$ cat src/rtl/dif_butterfly_pipe_pkg.sv
// Shared types, constants and arithmetic helpers for the radix-2 DIF butterfly datapath.
// Q1.15 complex samples packed as {re, im}.
package dif_butterfly_pipe_pkg;

    localparam logic signed [15:0] Q15_ONE   = 16'sh7FFF;
    localparam logic signed [34:0] ROUND_Q15 = 35'sd1 <<< 14;

    typedef struct packed {
        logic signed [15:0] re;
        logic signed [15:0] im;
    } cplx_t;

    function automatic logic signed [16:0] sx17(input logic [15:0] v);
        return {v[15], v};
    endfunction

    // Optional halving with round-half-up, done before saturation so it never clips early.
    function automatic logic signed [35:0] rnd_half(input logic signed [35:0] v, input logic scale);
        return scale ? ((v + 36'sd1) >>> 1) : v;
    endfunction

    function automatic logic signed [15:0] sat16(input logic signed [35:0] v);
        if (v > 36'sd32767)
            return 16'sh7FFF;
        else if (v < -36'sd32768)
            return 16'sh8000;
        else
            return v[15:0];
    endfunction

endpackage

$ cat src/rtl/dif_butterfly_pipe_if.sv
// Handshake and data bundle between the stage memory reader, the butterfly and the writer.
// master drives the input side and out_ready; slave is the butterfly.
interface dif_butterfly_pipe_if #(parameter int TAG_W = 8);
    import dif_butterfly_pipe_pkg::*;

    logic             in_valid;
    logic             in_ready;
    cplx_t            in_a;
    cplx_t            in_b;
    cplx_t            in_w;
    logic             in_inv;
    logic             in_scale;
    logic [TAG_W-1:0] in_tag;
    logic             out_valid;
    logic             out_ready;
    cplx_t            out1;
    cplx_t            out2;
    logic [TAG_W-1:0] out_tag;

    modport master (
        output in_valid, in_a, in_b, in_w, in_inv, in_scale, in_tag, out_ready,
        input  in_ready, out_valid, out1, out2, out_tag
    );

    modport slave (
        input  in_valid, in_a, in_b, in_w, in_inv, in_scale, in_tag, out_ready,
        output in_ready, out_valid, out1, out2, out_tag
    );

endinterface

$ cat src/rtl/dif_butterfly_pipe_cmul.sv
// Q1.15 complex multiply: products registered under en, then combinational sum and round-half-up.
// One register stage here; the caller registers the rounded result in its own output stage.
module cmul_q15
    import dif_butterfly_pipe_pkg::*;
(
    input  logic               clk,
    input  logic               reset_n,
    input  logic               en,
    input  logic signed [16:0] d_re,
    input  logic signed [16:0] d_im,
    input  logic signed [16:0] w_re,
    input  logic signed [16:0] w_im,
    output logic signed [19:0] p_re,
    output logic signed [19:0] p_im
);

    logic signed [33:0] dre_x, dim_x, wre_x, wim_x;
    logic signed [33:0] rr, ii, ri, ir;
    logic signed [34:0] acc_re, acc_im, rnd_re, rnd_im;

    assign dre_x = {{17{d_re[16]}}, d_re};
    assign dim_x = {{17{d_im[16]}}, d_im};
    assign wre_x = {{17{w_re[16]}}, w_re};
    assign wim_x = {{17{w_im[16]}}, w_im};

    always_ff @(posedge clk) begin
        if (!reset_n) begin
            rr <= '0;
            ii <= '0;
            ri <= '0;
            ir <= '0;
        end else if (en) begin
            rr <= dre_x * wre_x;
            ii <= dim_x * wim_x;
            ri <= dre_x * wim_x;
            ir <= dim_x * wre_x;
        end
    end

    // 17x17 products fit 34 bits; one extra bit covers the sum, so nothing wraps.
    assign acc_re = {rr[33], rr} - {ii[33], ii};
    assign acc_im = {ri[33], ri} + {ir[33], ir};
    assign rnd_re = acc_re + ROUND_Q15;
    assign rnd_im = acc_im + ROUND_Q15;
    assign p_re   = rnd_re[34:15];
    assign p_im   = rnd_im[34:15];

endmodule

$ cat src/rtl/dif_butterfly_pipe.sv
// Radix-2 DIF butterfly: out1 = a + b, out2 = (a - b) * w' (w' = conj(w) when inv), optional 1/2 scale.
// 3-cycle latency, 1/cycle; a single enable stalls the whole pipe while the output is held.
module dif_butterfly_pipe
    import dif_butterfly_pipe_pkg::*;
#(
    parameter int TAG_W  = 8,
    parameter int DATA_W = 16
) (
    input  logic                clk,
    input  logic                reset_n,
    dif_butterfly_pipe_if.slave bus
);

    logic                    en;
    logic                    v1, v2, out_valid_q;
    logic signed [DATA_W:0]  s1_re, s1_im, d1_re, d1_im, w1_re, w1_im;
    logic signed [DATA_W:0]  s2_re, s2_im;
    logic                    scale1, scale2;
    logic [TAG_W-1:0]        tag1, tag2, out_tag_q;
    logic signed [19:0]      p_re, p_im;
    cplx_t                   out1_q, out2_q;
    logic signed [15:0]      o1_re, o1_im, o2_re, o2_im;

    // Bubbles are kept during a stall: every stage moves only when the output slot frees.
    assign en           = !out_valid_q || bus.out_ready;
    assign bus.in_ready = en;

    always_ff @(posedge clk) begin
        if (!reset_n) begin
            v1     <= 1'b0;
            s1_re  <= '0;
            s1_im  <= '0;
            d1_re  <= '0;
            d1_im  <= '0;
            w1_re  <= '0;
            w1_im  <= '0;
            scale1 <= 1'b0;
            tag1   <= '0;
        end else if (en) begin
            v1     <= bus.in_valid;
            s1_re  <= sx17(bus.in_a.re) + sx17(bus.in_b.re);
            s1_im  <= sx17(bus.in_a.im) + sx17(bus.in_b.im);
            d1_re  <= sx17(bus.in_a.re) - sx17(bus.in_b.re);
            d1_im  <= sx17(bus.in_a.im) - sx17(bus.in_b.im);
            w1_re  <= sx17(bus.in_w.re);
            w1_im  <= bus.in_inv ? -sx17(bus.in_w.im) : sx17(bus.in_w.im);
            scale1 <= bus.in_scale;
            tag1   <= bus.in_tag;
        end
    end

    cmul_q15 u_cmul (
        .clk     (clk),
        .reset_n (reset_n),
        .en      (en),
        .d_re    (d1_re),
        .d_im    (d1_im),
        .w_re    (w1_re),
        .w_im    (w1_im),
        .p_re    (p_re),
        .p_im    (p_im)
    );

    always_ff @(posedge clk) begin
        if (!reset_n) begin
            v2     <= 1'b0;
            s2_re  <= '0;
            s2_im  <= '0;
            scale2 <= 1'b0;
            tag2   <= '0;
        end else if (en) begin
            v2     <= v1;
            s2_re  <= s1_re;
            s2_im  <= s1_im;
            scale2 <= scale1;
            tag2   <= tag1;
        end
    end

    always_comb begin
        o1_re = sat16(rnd_half({{(35-DATA_W){s2_re[DATA_W]}}, s2_re}, scale2));
        o1_im = sat16(rnd_half({{(35-DATA_W){s2_im[DATA_W]}}, s2_im}, scale2));
        o2_re = sat16(rnd_half({{16{p_re[19]}}, p_re}, scale2));
        o2_im = sat16(rnd_half({{16{p_im[19]}}, p_im}, scale2));
    end

    always_ff @(posedge clk) begin
        if (!reset_n) begin
            out_valid_q <= 1'b0;
            out1_q      <= '0;
            out2_q      <= '0;
            out_tag_q   <= '0;
        end else if (en) begin
            out_valid_q <= v2;
            out1_q      <= {o1_re, o1_im};
            out2_q      <= {o2_re, o2_im};
            out_tag_q   <= tag2;
        end
    end

    assign bus.out_valid = out_valid_q;
    assign bus.out1      = out1_q;
    assign bus.out2      = out2_q;
    assign bus.out_tag   = out_tag_q;

endmodule
$ cat src/flat_wrapper.sv
// flat-port wrapper written by rule: the top's interface ports become plain ports
module dif_butterfly_pipe_flat import dif_butterfly_pipe_pkg::*;
#(
    parameter int TAG_W  = 8,
    parameter int DATA_W = 16
)
  (clk, reset_n, bus_in_valid, bus_in_a, bus_in_b, bus_in_w, bus_in_inv, bus_in_scale, bus_in_tag, bus_out_ready, bus_in_ready, bus_out_valid, bus_out1, bus_out2, bus_out_tag);
  dif_butterfly_pipe_if #(.TAG_W(TAG_W)) bus_i ();
  input  logic clk;
  input  logic reset_n;
  input wire logic [$bits(bus_i.in_valid)-1:0] bus_in_valid;
  input wire logic [$bits(bus_i.in_a)-1:0] bus_in_a;
  input wire logic [$bits(bus_i.in_b)-1:0] bus_in_b;
  input wire logic [$bits(bus_i.in_w)-1:0] bus_in_w;
  input wire logic [$bits(bus_i.in_inv)-1:0] bus_in_inv;
  input wire logic [$bits(bus_i.in_scale)-1:0] bus_in_scale;
  input wire logic [$bits(bus_i.in_tag)-1:0] bus_in_tag;
  input wire logic [$bits(bus_i.out_ready)-1:0] bus_out_ready;
  output wire logic [$bits(bus_i.in_ready)-1:0] bus_in_ready;
  output wire logic [$bits(bus_i.out_valid)-1:0] bus_out_valid;
  output wire logic [$bits(bus_i.out1)-1:0] bus_out1;
  output wire logic [$bits(bus_i.out2)-1:0] bus_out2;
  output wire logic [$bits(bus_i.out_tag)-1:0] bus_out_tag;
  assign bus_i.in_valid = bus_in_valid;
  assign bus_i.in_a = bus_in_a;
  assign bus_i.in_b = bus_in_b;
  assign bus_i.in_w = bus_in_w;
  assign bus_i.in_inv = bus_in_inv;
  assign bus_i.in_scale = bus_in_scale;
  assign bus_i.in_tag = bus_in_tag;
  assign bus_i.out_ready = bus_out_ready;
  assign bus_in_ready = bus_i.in_ready;
  assign bus_out_valid = bus_i.out_valid;
  assign bus_out1 = bus_i.out1;
  assign bus_out2 = bus_i.out2;
  assign bus_out_tag = bus_i.out_tag;
  dif_butterfly_pipe #(.TAG_W(TAG_W), .DATA_W(DATA_W)) u_core (.clk(clk), .reset_n(reset_n), .bus(bus_i));
endmodule
$ cat config.mk
export PLATFORM = sky130hd
export DESIGN_NAME = dif_butterfly_pipe_flat
export DESIGN_NICKNAME = d
export VERILOG_FILES = /design/src/rtl/dif_butterfly_pipe_pkg.sv /design/src/rtl/dif_butterfly_pipe_if.sv /design/src/rtl/dif_butterfly_pipe_cmul.sv /design/src/rtl/dif_butterfly_pipe.sv /design/src/flat_wrapper.sv
export SDC_FILE = /design/constraint.sdc
export NUM_CORES = 2
export LEC_CHECK = 0
export CORE_MARGIN = 8
export CORE_UTILIZATION = 30
export CTS_CLUSTER_SIZE = 25
export DETAILED_ROUTE_END_ITERATION = 10
export DONT_BUFFER_PORTS = 1
export PLACE_DENSITY = 0.54
export RECOVER_POWER = 100
export SYNTH_ARGS = -nofsm -noshare
export SYNTH_HDL_FRONTEND = slang
export SYNTH_SLANG_ARGS = --single-unit
$ cat constraint.sdc
create_clock -name clk -period 6.97 [get_ports clk]
set_input_delay 2.091 -clock clk [delete_from_list [all_inputs] [get_ports clk]]
set_output_delay 2.091 -clock clk [all_outputs]
set_load 0.1 [all_outputs]
==> impl_summary.txt <==
----------------------------------------------------
[Setup path]
  Sort of element at the end of the critical path ... flop
  Setup slack of the most critical reg-to-reg path ... 0.16 ns
  Startpoint-to-endpoint class of the critical path ... flop to flop
  Capture point of the critical path ... u_core.u_cmul.ri[33]
  Startpoint of the worst setup timing path ... u_core.w1_im[2]
  Beginning of the worst register-to-register path ... u_core.w1_im[2]
  Worst r2r path cells ... 25
  CP Launch Type ... flop
  RR Endpoint ... u_core.u_cmul.ri[33]
  Biggest fanout along the worst timing path ... 5
  Data required time at the worst endpoint ... 7.48 ns
  Endpoint arrival time on the critical path ... 7.31 ns

[STA]
  Fmax ... 0.147 GHz
  Final min period ... 6.81 ns
  Final setup violation count ... 0
  Setup repair after global routing missed its margin ... true
  Hold slack final ... 0.450 ns
  Period Utilization, post-route ... 0.977
  Number of hold violations in the final report ... 0
  Fin. max-slew vios ... 320
  Clock skew after layout ... 0.0458 ns
  Worst-margin pin slew ... 2.76 ns
  Final worst slack ... 0.162 ns
  Max-slew headroom at the worst pin ... -0.843

[Global routing]
  Via count of the first global-routing pass ... 52400
  Overall track demand over capacity in global routing ... 0.173
  Congestion Overflow GR ... 0
  Wire length of the first global-routing pass ... 307 mm
  Initial antenna violation count ... 8
  Pin count of the biggest net entering global routing ... 164

[Run status]
  Status ... finished, violations left
  Violated checks ... max-capacitance violations, max-slew violations

[Layout]
  Most common cell after layout, fill and taps aside ... sky130_fd_sc_hd__inv_1
  Share of layout cells above drive strength 1 ... 0.0830
  Final Cell Area ... 71200 um^2
  Top library cells by usage in the layout, fill and taps aside ... sky130_fd_sc_hd__inv_1, sky130_fd_sc_hd__fa_1, sky130_fd_sc_hd__nand2_1
  Layout overhead on the synthesized area ... 12.6%
  Core occupancy in the finished layout ... 0.340
  Nets ... 9337

[Power and ir drop]
  Max IR drop VDD ... 259 uV
  Power per unit of standard cell area ... 385 nW/um^2
  Leakage power total ... 34.2 nW
  Total Power Consumption ... 27.4 mW

[Logic synthesis]
  Post-synthesis net count ... 9267
  Synthesized instance count ... 7472
  Share of async-settable or async-resettable flops after synthesis ... 0
  Number of library cell types mapped by synthesis ... 89
  Synthesized area per cell ... 8.46 um^2
  Part of the Yosys area used for sequential elements ... 0.114
  Count of warnings emitted by yosys ... 0
  Flop and latch count out of synthesis ... 360
  Post-synthesis instance area ... 63200 um^2
  Number of enable flip-flop cells after synthesis ... 0
  Top_reg_cell synth ... sky130_fd_sc_hd__dfxtp_1

[Placement]
  Instance area after placement ... 68900 um^2
  Placer congestion estimate ... 0.900
  Pre-CTS setup slack ... -0.267 ns
  Detailed Place HPWL ... 160 mm
  Input/output buffers ... 0

[CTS]
  TritonCTS Buffers ... 47
  Maximum number of buffers from clock root to sink ... 3
  Count of H-tree levels built during CTS ... 2
  Clock tree from TritonCTS ... yes
  Number of sinks handled by clock tree synthesis ... 360
  Worst-skew pair later-pin latency ... 0.67 ns
  Total of hold buffers inserted after clock tree synthesis ... 0
  Cell at the root of the clock tree ... sky130_fd_sc_hd__clkbuf_16
  Clock transition at the registers of the reported paths ... 0.06 ns

[Route]
  Iteration-0 DRC count of the detailed router ... 3218
  Detailed-route vias per instance ... 4.81
  Per-cell routed wire length ... 19.0 um
  Remaining DRCs ... 0
  DR vias ... 49900
  Routed wire length ... 197 mm
  Drt first pass iters ... 7
  Number of nets with antenna violations after detailed routing ... 0

[Run]
  Max-cap check violation count ... 6

[Floorplanning]
  Vert. Die Dim ... 475 um
  Initial cell density of the core ... 0.302
  Overall die area ... 226000 um^2
  Width of the die ... 475 um
  Core Region ... 210000 um^2
  Row cnt ... 168
  I/O pin count ... 184

[Worst hold path]
  Worst min-delay path class ... flop to flop

----------------------------------------------------
[state kept, by name, summed over array words and instances, names as in the netlist, 32 cells and up]
name / flops
u_core.u_cmul.rr: 33
u_core.bus.out2: 32
u_core.u_cmul.ii: 34
u_core.bus.out1: 32
u_core.u_cmul.ri: 34
u_core.u_cmul.ir: 33
[where the power goes]
group | switching, mW | internal [mW] | total [mW]
clock network | 1.17 | 1.34 | 2.51
registers | 1.17 | 2.59 | 3.75
logic | 12.4 | 8.76 | 21.2
[layer usage]
layer / global-route usage / wire [um]
met4: 0.0523 / 6790
met1: 0.236 / 88200
met3: 0.0235 / 11400
met5: 0 / 0
met2: 0.286 / 90800
[worst min-delay path by stage]
stage	from	end	cells after the start	slack [ns]
after floorplan	u_core.u_cmul.ii[25]	u_core.u_cmul.ii[25]	2	0.43
after global placement	u_core.u_cmul.rr[0]	u_core.u_cmul.rr[0]	2	0.43
after detailed placement	u_core.scale1	u_core.scale2	2	0.44
after CTS	u_core.u_cmul.ii[10]	u_core.u_cmul.ii[10]	2	0.45
after global routing	u_core.u_cmul.ri[14]	u_core.u_cmul.ri[14]	2	0.46
final	u_core.u_cmul.ii[10]	u_core.u_cmul.ii[10]	2	0.45
[worst max-delay path: stages, from the launching register on]
cell and delay, ns:
sky130_fd_sc_hd__dfxtp_4 0.39, sky130_fd_sc_hd__nand2_1 0.08, sky130_fd_sc_hd__fa_1 0.55, sky130_fd_sc_hd__inv_1 0.06, sky130_fd_sc_hd__fa_1 0.53, sky130_fd_sc_hd__inv_1 0.06, sky130_fd_sc_hd__fa_1 0.55, sky130_fd_sc_hd__inv_1 0.07
sky130_fd_sc_hd__ha_4 0.21, sky130_fd_sc_hd__fa_1 0.49, sky130_fd_sc_hd__fa_1 0.56, sky130_fd_sc_hd__ha_4 0.21, sky130_fd_sc_hd__a21o_1 0.16, sky130_fd_sc_hd__a21oi_2 0.19, sky130_fd_sc_hd__o32ai_2 0.12, sky130_fd_sc_hd__o41a_1 0.39
sky130_fd_sc_hd__a41oi_2 0.25, sky130_fd_sc_hd__a21oi_2 0.11, sky130_fd_sc_hd__or4b_4 0.50, sky130_fd_sc_hd__and3_4 0.19, sky130_fd_sc_hd__o21ai_2 0.12, sky130_fd_sc_hd__nand2b_1 0.08, sky130_fd_sc_hd__a2111o_1 0.38, sky130_fd_sc_hd__a31oi_2 0.18
sky130_fd_sc_hd__xnor2_1 0.13, sky130_fd_sc_hd__a21oi_1 0.08
[Yosys cell counts (all sizes together) (19+ instances only)]
master  count  area share
inv      1437       0.085
o21bai     38      0.0045
nand2    1139       0.068
or3        24      0.0024
o21a       19      0.0023
nand3      65      0.0053
dfxtp     360        0.11
xnor2     171       0.024
a21o       78      0.0093
and2      459       0.045
nand2b     56      0.0055
nand4      28      0.0028
a211oi     65      0.0077
o21ai     240       0.019
nor2      264       0.016
clkbuf    375       0.022
fa       1148        0.36
ha        537        0.11
nor2b      24      0.0024
and3       29      0.0029
nor3       73      0.0061
a21oi     494       0.039
xor2       73       0.010
a31oi      26      0.0026
[layout make-up]
type	instances	area (um^2)
tap	2805	3510
sequential	360	7280
multi-input combinational	5287	49500
timing repair buffer	407	4040
clock buffer	56	1240
inverter	1439	5410
fill	21800	138000
clock inverter	31	285
antenna	2	5.00
[stage by stage]
stage	std cells	TNS [ns]
floorplan	7472	0
global placement	10300	-1.95
detailed placement	10300	-2.31
CTS	10400	0
global route	10400	-0.150
finish	10400	0
[cell families (layout without fill, tap and decap cells)]
family | after synthesis | in the layout | synth area share
adders and majority gates | 1688 | 1688 | 0.470
xor gates and xnor gates | 244 | 244 | 0.0338
muxes | 23 | 23 | 0.00378
AOI/OAI and AO/OA | 1110 | 1110 | 0.106
other | 0 | 2 | 0
DFF | 360 | 360 | 0.114
and+or+nand+nor | 2222 | 2222 | 0.164
buffers and inverters | 1825 | 1933 | 0.109
[what timing repair did]
action | CTS | global route
resized for setup | 42 | 133
pin swaps | 4 | 37
buffers inserted | 2 | 22
endpoints found under the setup margin | 23 | 33
hold endpoints to repair | 0 | 0
gates cloned | 0 | 4
Power figures use the tool's default switching activity.
